## src/rtl/sprite_cmd_sequencer_if.sv

```systemverilog
// Avalon-MM register bus between the host and the sprite command sequencer.
interface sprite_cmd_sequencer_if;
  logic        chipselect;
  logic        write;
  logic        read;
  logic [1:0]  address;
  logic [31:0] writedata;
  logic [31:0] readdata;

  modport slave  (input chipselect, write, read, address, writedata, output readdata);
  modport master (output chipselect, write, read, address, writedata, input readdata);
endinterface

```

## src/rtl/sprite_cmd_sequencer.sv

```systemverilog
// Command FIFO that replays sprite words to the display bus and issues the buffer
// flush at vertical blank. Define SEQ_AUTO_PP_EN to let the sequencer own pp_selc.
module sprite_cmd_sequencer #(
  parameter int         FIFO_DEPTH  = 16,
  parameter logic [9:0] VBLANK_LINE = 10'd480
) (
  input  logic                         clk,
  input  logic                         reset,
  sprite_cmd_sequencer_if.slave        avs,
  input  logic [9:0]                   vcount,
  output logic [31:0]                  cmd_out
);
  localparam int AW = $clog2(FIFO_DEPTH);
  localparam int CW = AW + 1;
  localparam logic [CW-1:0] DEPTH_C = CW'(FIFO_DEPTH);

  typedef enum logic [1:0] {S_RUN, S_DRAIN, S_WAIT, S_FLUSH} state_e;

  state_e        state_q, state_d;
  logic [31:0]   mem_q [FIFO_DEPTH];
  logic [AW-1:0] wr_ptr_q, wr_ptr_d, rd_ptr_q, rd_ptr_d;
  logic [CW-1:0] count_q, count_d, bnd_q, bnd_d;
  logic          front_q, front_d, ovf_q, ovf_d, corun_q, corun_d;
  logic [31:0]   cmd_q, cmd_d;
  logic          push_req, push_ok, commit_req, stat_rd, pop;
  logic [31:0]   head, pop_word, flush_word;
  logic          flush_pp, front_at_flush;

  assign push_req   = avs.chipselect & avs.write & (avs.address == 2'd0);
  assign commit_req = avs.chipselect & avs.write & (avs.address == 2'd1);
  assign stat_rd    = avs.chipselect & avs.read  & (avs.address == 2'd2);
  // Fullness is judged on the start-of-cycle count, so a same-cycle pop never admits a push.
  assign push_ok    = push_req & (count_q < DEPTH_C);
  assign pop        = ((state_q == S_RUN) || (state_q == S_DRAIN)) && (count_q != '0);
  assign head       = mem_q[rd_ptr_q];

`ifdef SEQ_AUTO_PP_EN
  logic back;
  assign back           = ~front_q;
  assign pop_word       = {head[31:14], back, head[12:0]};
  assign flush_pp       = back;
  assign front_at_flush = back;
`else
  logic pp_cap_q, pp_cap_d;
  assign pop_word       = head;
  assign flush_pp       = pp_cap_q;
  assign front_at_flush = pp_cap_q;

  always_comb begin
    pp_cap_d = pp_cap_q;
    if (commit_req && (state_q == S_RUN)) pp_cap_d = avs.writedata[13];
  end

  always_ff @(posedge clk or negedge reset) begin
    if (!reset) pp_cap_q <= 1'b0;
    else        pp_cap_q <= pp_cap_d;
  end
`endif

  assign flush_word   = {11'b0, 4'b1111, 3'b0, flush_pp, 13'b0};
  assign avs.readdata = stat_rd ? {16'b0, 9'(count_q), 4'b0, corun_q, ovf_q, front_q} : 32'h0;
  assign cmd_out      = cmd_q;

  always_comb begin
    state_d  = state_q;
    bnd_d    = bnd_q;
    front_d  = front_q;
    cmd_d    = 32'h0;
    count_d  = count_q + CW'(push_ok) - CW'(pop);
    wr_ptr_d = wr_ptr_q + AW'(push_ok);
    rd_ptr_d = rd_ptr_q + AW'(pop);
    ovf_d    = ovf_q & ~stat_rd;
    corun_d  = corun_q & ~stat_rd;
    if (push_req && !push_ok) ovf_d = 1'b1;
    if (commit_req && (state_q != S_RUN)) corun_d = 1'b1;
    if (pop) cmd_d = pop_word;
    case (state_q)
      S_RUN: begin
        // The frame boundary includes this cycle's push and pop.
        if (commit_req) begin
          bnd_d   = count_d;
          state_d = (count_d != '0) ? S_DRAIN : S_WAIT;
        end
      end
      S_DRAIN: begin
        if (pop) begin
          bnd_d = bnd_q - CW'(1);
          if (bnd_q == CW'(1)) state_d = S_WAIT;
        end
      end
      S_WAIT: begin
        if (vcount >= VBLANK_LINE) begin
          state_d = S_FLUSH;
          cmd_d   = flush_word;
        end
      end
      S_FLUSH: begin
        state_d = S_RUN;
        front_d = front_at_flush;
      end
      default: state_d = S_RUN;
    endcase
  end

  always_ff @(posedge clk) begin
    if (push_ok) mem_q[wr_ptr_q] <= avs.writedata;
  end

  always_ff @(posedge clk or negedge reset) begin
    if (!reset) begin
      state_q  <= S_RUN;
      wr_ptr_q <= '0;
      rd_ptr_q <= '0;
      count_q  <= '0;
      bnd_q    <= '0;
      front_q  <= 1'b0;
      ovf_q    <= 1'b0;
      corun_q  <= 1'b0;
      cmd_q    <= 32'h0;
    end else begin
      state_q  <= state_d;
      wr_ptr_q <= wr_ptr_d;
      rd_ptr_q <= rd_ptr_d;
      count_q  <= count_d;
      bnd_q    <= bnd_d;
      front_q  <= front_d;
      ovf_q    <= ovf_d;
      corun_q  <= corun_d;
      cmd_q    <= cmd_d;
    end
  end
endmodule
```

## src/flat_wrapper.sv

```systemverilog
// flat-port wrapper written by rule: the top's interface ports become plain ports
module sprite_cmd_sequencer_flat 
#(
  parameter int         FIFO_DEPTH  = 16,
  parameter logic [9:0] VBLANK_LINE = 10'd480
)
  (clk, reset, vcount, cmd_out, avs_chipselect, avs_write, avs_read, avs_address, avs_writedata, avs_readdata);
  sprite_cmd_sequencer_if avs_i ();
  input  logic clk;
  input  logic reset;
  input  logic [9:0] vcount;
  output logic [31:0] cmd_out;
  input wire logic [$bits(avs_i.chipselect)-1:0] avs_chipselect;
  input wire logic [$bits(avs_i.write)-1:0] avs_write;
  input wire logic [$bits(avs_i.read)-1:0] avs_read;
  input wire logic [$bits(avs_i.address)-1:0] avs_address;
  input wire logic [$bits(avs_i.writedata)-1:0] avs_writedata;
  output wire logic [$bits(avs_i.readdata)-1:0] avs_readdata;
  assign avs_i.chipselect = avs_chipselect;
  assign avs_i.write = avs_write;
  assign avs_i.read = avs_read;
  assign avs_i.address = avs_address;
  assign avs_i.writedata = avs_writedata;
  assign avs_readdata = avs_i.readdata;
  sprite_cmd_sequencer #(.FIFO_DEPTH(FIFO_DEPTH), .VBLANK_LINE(VBLANK_LINE)) u_core (.clk(clk), .reset(reset), .avs(avs_i), .vcount(vcount), .cmd_out(cmd_out));
endmodule
```

## config.mk

```make
export PLATFORM = sky130hd
export DESIGN_NAME = sprite_cmd_sequencer_flat
export DESIGN_NICKNAME = d
export VERILOG_FILES = /design/src/rtl/sprite_cmd_sequencer_if.sv /design/src/rtl/sprite_cmd_sequencer.sv /design/src/flat_wrapper.sv
export SDC_FILE = /design/constraint.sdc
export NUM_CORES = 1
export LEC_CHECK = 0
export ABC_CLOCK_PERIOD_IN_PS = 4390
export CAP_MARGIN = 20
export CELL_PAD_IN_SITES_DETAIL_PLACEMENT = 1
export CELL_PAD_IN_SITES_GLOBAL_PLACEMENT = 2
export CORE_MARGIN = 5
export CORE_UTILIZATION = 43
export DETAILED_ROUTE_END_ITERATION = 6
export PLACE_DENSITY_LB_ADDON = 0.1
export SYNTH_ARGS = -nofsm -noshare
export SYNTH_HDL_FRONTEND = slang
export SYNTH_SLANG_ARGS = --single-unit
export TNS_END_PERCENT = 30
```

## constraint.sdc

```tcl
create_clock -name clk -period 4.39 [get_ports clk]
set_clock_uncertainty 0.15 [all_clocks]
set_input_delay 0.6585 -clock clk [delete_from_list [all_inputs] [get_ports clk]]
set_output_delay 0.6585 -clock clk [all_outputs]
set_load 0.05 [all_outputs]
```

==> metrics.txt <==
Die W 236 um; Final Worst Setup Slack 0.767 ns; Yosys cell types 47; dpl hpwl 28.0 mm; Final ANT Viol Nets 0; Crit Path Max Fanout 10; count of pins over their slew limit 0; DIE HEIGHT between 200 and 250 um; Post-Syn Area 21900 um^2; dpl cells 1754; Core ar. around 50000 um^2; Slowest-stage cell, CP fa_1; worst slew pin tran 0.930 ns; Detailed Route Iter0 Violations roughly 640; Synth area leader edfxtp_1; # Post-CTS Setup Buffers 0; Max Freq around 280 MHz; Reg clk slew, reported paths around 0.06 ns; first-pass GRT wire length 72.8 mm; hold buffer count at cts 0; Critical Path RT 4.72 ns; Worst setup SP type flop; Max Cap Viol 0; Post-Synthesis Cells 1004; status finished clean; worst r2r src u_core.state_q[1]; H-tree depth 2; most frequent CP cell ha_1; DR DRC count 0; final instance area 25600 um^2; clock sinks 568; unrepaired setup endpoints after global routing no; final setup fails 0; CP Class flop to flop; Yosys top cell area share 70.2%; FFs w/ async S/R, synth approximately a tenth; CTS root buf clkbuf_16; Lkg Pwr 8.54 nW; power consumption 15.6 mW; gpl congestion about 0.72; layout overhead on the synthesized area 16.9%; worst r2r path cells 11; Worst VDD drop ~0.45 mV; via/cell ratio 5.42; vias in the first global route approximately 11000; WL/cell 25.7 um; period utilization 82.5%; DRT Wirelength between 40 and 50 mm; commonest cells after routing, fill and taps aside edfxtp_1, mux4_2, clkdlybuf4s50_1; Critical Path Max Stage Delay just under 0.5 ns; Crit. End Element flop; Pre-Repair DR Iteration Count 4; Yosys reg bits 568; Syn. warnings 0; initial antenna violation count 2; crit path cell chain inv_1 -> ha_1 -> nor2_1 -> nor2_1 -> ha_1 -> inv_1 -> ha_1 -> fa_1 -> nor4_1 -> a31oi_1 -> mux2_2; worst hold path class input port to asynchronous set/reset pin; Max Buffers Root-to-Sink 3; layout cell share with drive strength beyond 1 24.1%; Resized Gates After CTS 0; Setup TNS 0 ns; DIE AREA around 56000 um^2; Vias 10098; Initial Util 43.6%; Top FF cell, synth edfxtp_1; Skew-Pair Late Insertion Delay 0.61 ns; power density cells 608 nW/um^2; synth top area cells edfxtp_1, mux4_2, dfrtp_1; Tot GR Track Use 17.2%; total grt overflow 0; final cell utilization of the core 50.9%; worst r2r dst u_core.state_q[0]; Fin. Hold Viols 0; FF-to-FF setup slack 0.77 ns; EDFF count, synth about 510; IO buf count 83; nets 1209; post-layout min period 3.62 ns; DP Worst Slack 0.619 ns; commonest non-fill, non-tap cell in the layout edfxtp_1; largest net degree at the start of global routing 57; Rows 82; CP startpoint u_core.state_q[1]; io pins ~110; TritonCTS clock tree built; fin cells 1863; dpl cell area 23800 um^2; final hold slack 0.0492 ns; Slew headroom between 30% and 40%; worst setup path endpoint u_core.state_q[0]; data arrival time of the worst path 3.96 ns; average size of a mapped cell 21.8 um^2; Inserted Clock Buffers 59; register area share after synthesis 76.6%
-- how the worst min path moves through the flow --
stage	from	end	cells after the start
2_1_floorplan	reset	u_core.bnd_q[0]	0
3_3_place_gp	u_core.ovf_q	u_core.ovf_q	2
3_5_place_dp	u_core.ovf_q	u_core.ovf_q	2
4_1_cts	reset	u_core.ovf_q	1
5_1_grt	reset	u_core.ovf_q	1
6_report	reset	u_core.bnd_q[1]	1
-- critical path, delay by kind of cell (launching register included) --
kind,cells,cell delay (ns)
DFF,1,0.40
adders and majority gates,4,1.40
AOI/OAI and AO/OA,1,0.14
and+or+nand+nor,3,0.98
muxes,1,0.28
buffers and inverters,2,0.16
-- power by group --
part | switching [mW] | internal (mW) | leakage (nW) | total (mW)
sequential | 0.490 | 6.16 | 5.29 | 6.65
clock | 1.99 | 2.64 | 0.874 | 4.62
combinational | 2.26 | 2.03 | 2.37 | 4.28
total | 4.73 | 10.8 | 8.54 | 15.6
-- registers in the layout, summed over array words and instances (netlist names) --
register and cells:
u_core.ovf_q 1, u_core.cmd_out 32, u_core.wr_ptr_q 4, u_core.count_q 5, u_core.flush_pp 1, u_core.state_q 2, u_core.front_q 1, u_core.bnd_q 5
u_core.corun_q 1, u_core.rd_ptr_q 4, u_core.mem_q 512
-- metal layers --
layer | GRT usage (%) | up-vias | routed length [um]
met5 | 0 | - | 0
met4 | 4.24 | 0 | 819
met3 | 2.80 | 57 | 2200
met2 | 28.9 | 189 | 24100
met1 | 24.0 | 5482 | 20800
li1 | - | 4370 | -
-- synthesized netlist by cell type, types with 2 or more instances --
| cell type | count |
|---|---|
| xnor2_1 | 5 |
| o211ai_1 | 4 |
| or2_2 | 3 |
| mux4_1 | 3 |
| o21ai_1 | 2 |
| mux2i_1 | 60 |
| mux2_2 | 7 |
| xor2_1 | 3 |
| buf_4 | 31 |
| and2_1 | 8 |
| buf_6 | 3 |
| clkbuf_1 | 11 |
| nor2_1 | 18 |
| a222oi_1 | 4 |
| o21ai_0 | 4 |
| nand3_1 | 5 |
| nand3b_1 | 2 |
| inv_1 | 20 |
| nand2b_1 | 3 |
| o22ai_1 | 28 |
| dfrtp_1 | 56 |
| ha_1 | 16 |
| a31oi_1 | 2 |
| a21oi_1 | 4 |
| edfxtp_1 | 512 |
| nand2_1 | 16 |
| mux4_2 | 126 |
| buf_2 | 24 |
| nor3_1 | 6 |
-- logic make-up after synthesis --
family	share of synthesized area [%]
adder cells (fa/ha/maj)	1.01
other	0.0171
buffers and inverters	2.32
AO/OA/AOI/OAI	1.59
multiplexers	16.4
XOR/XNOR	0.320
flip-flops	76.6
AND/OR/NAND/NOR	1.72
-- cell type report --
class	count	area [um^2]
antenna	1	2.50
clock buffer	88	1650
clock inverter	20	135
fill	4446	24700
inverter	20	75.1
multi-input combinational	369	4820
sequential	568	16800
tap	672	841
timing repair buffer	125	1280
(Power assumes the default switching activity.)
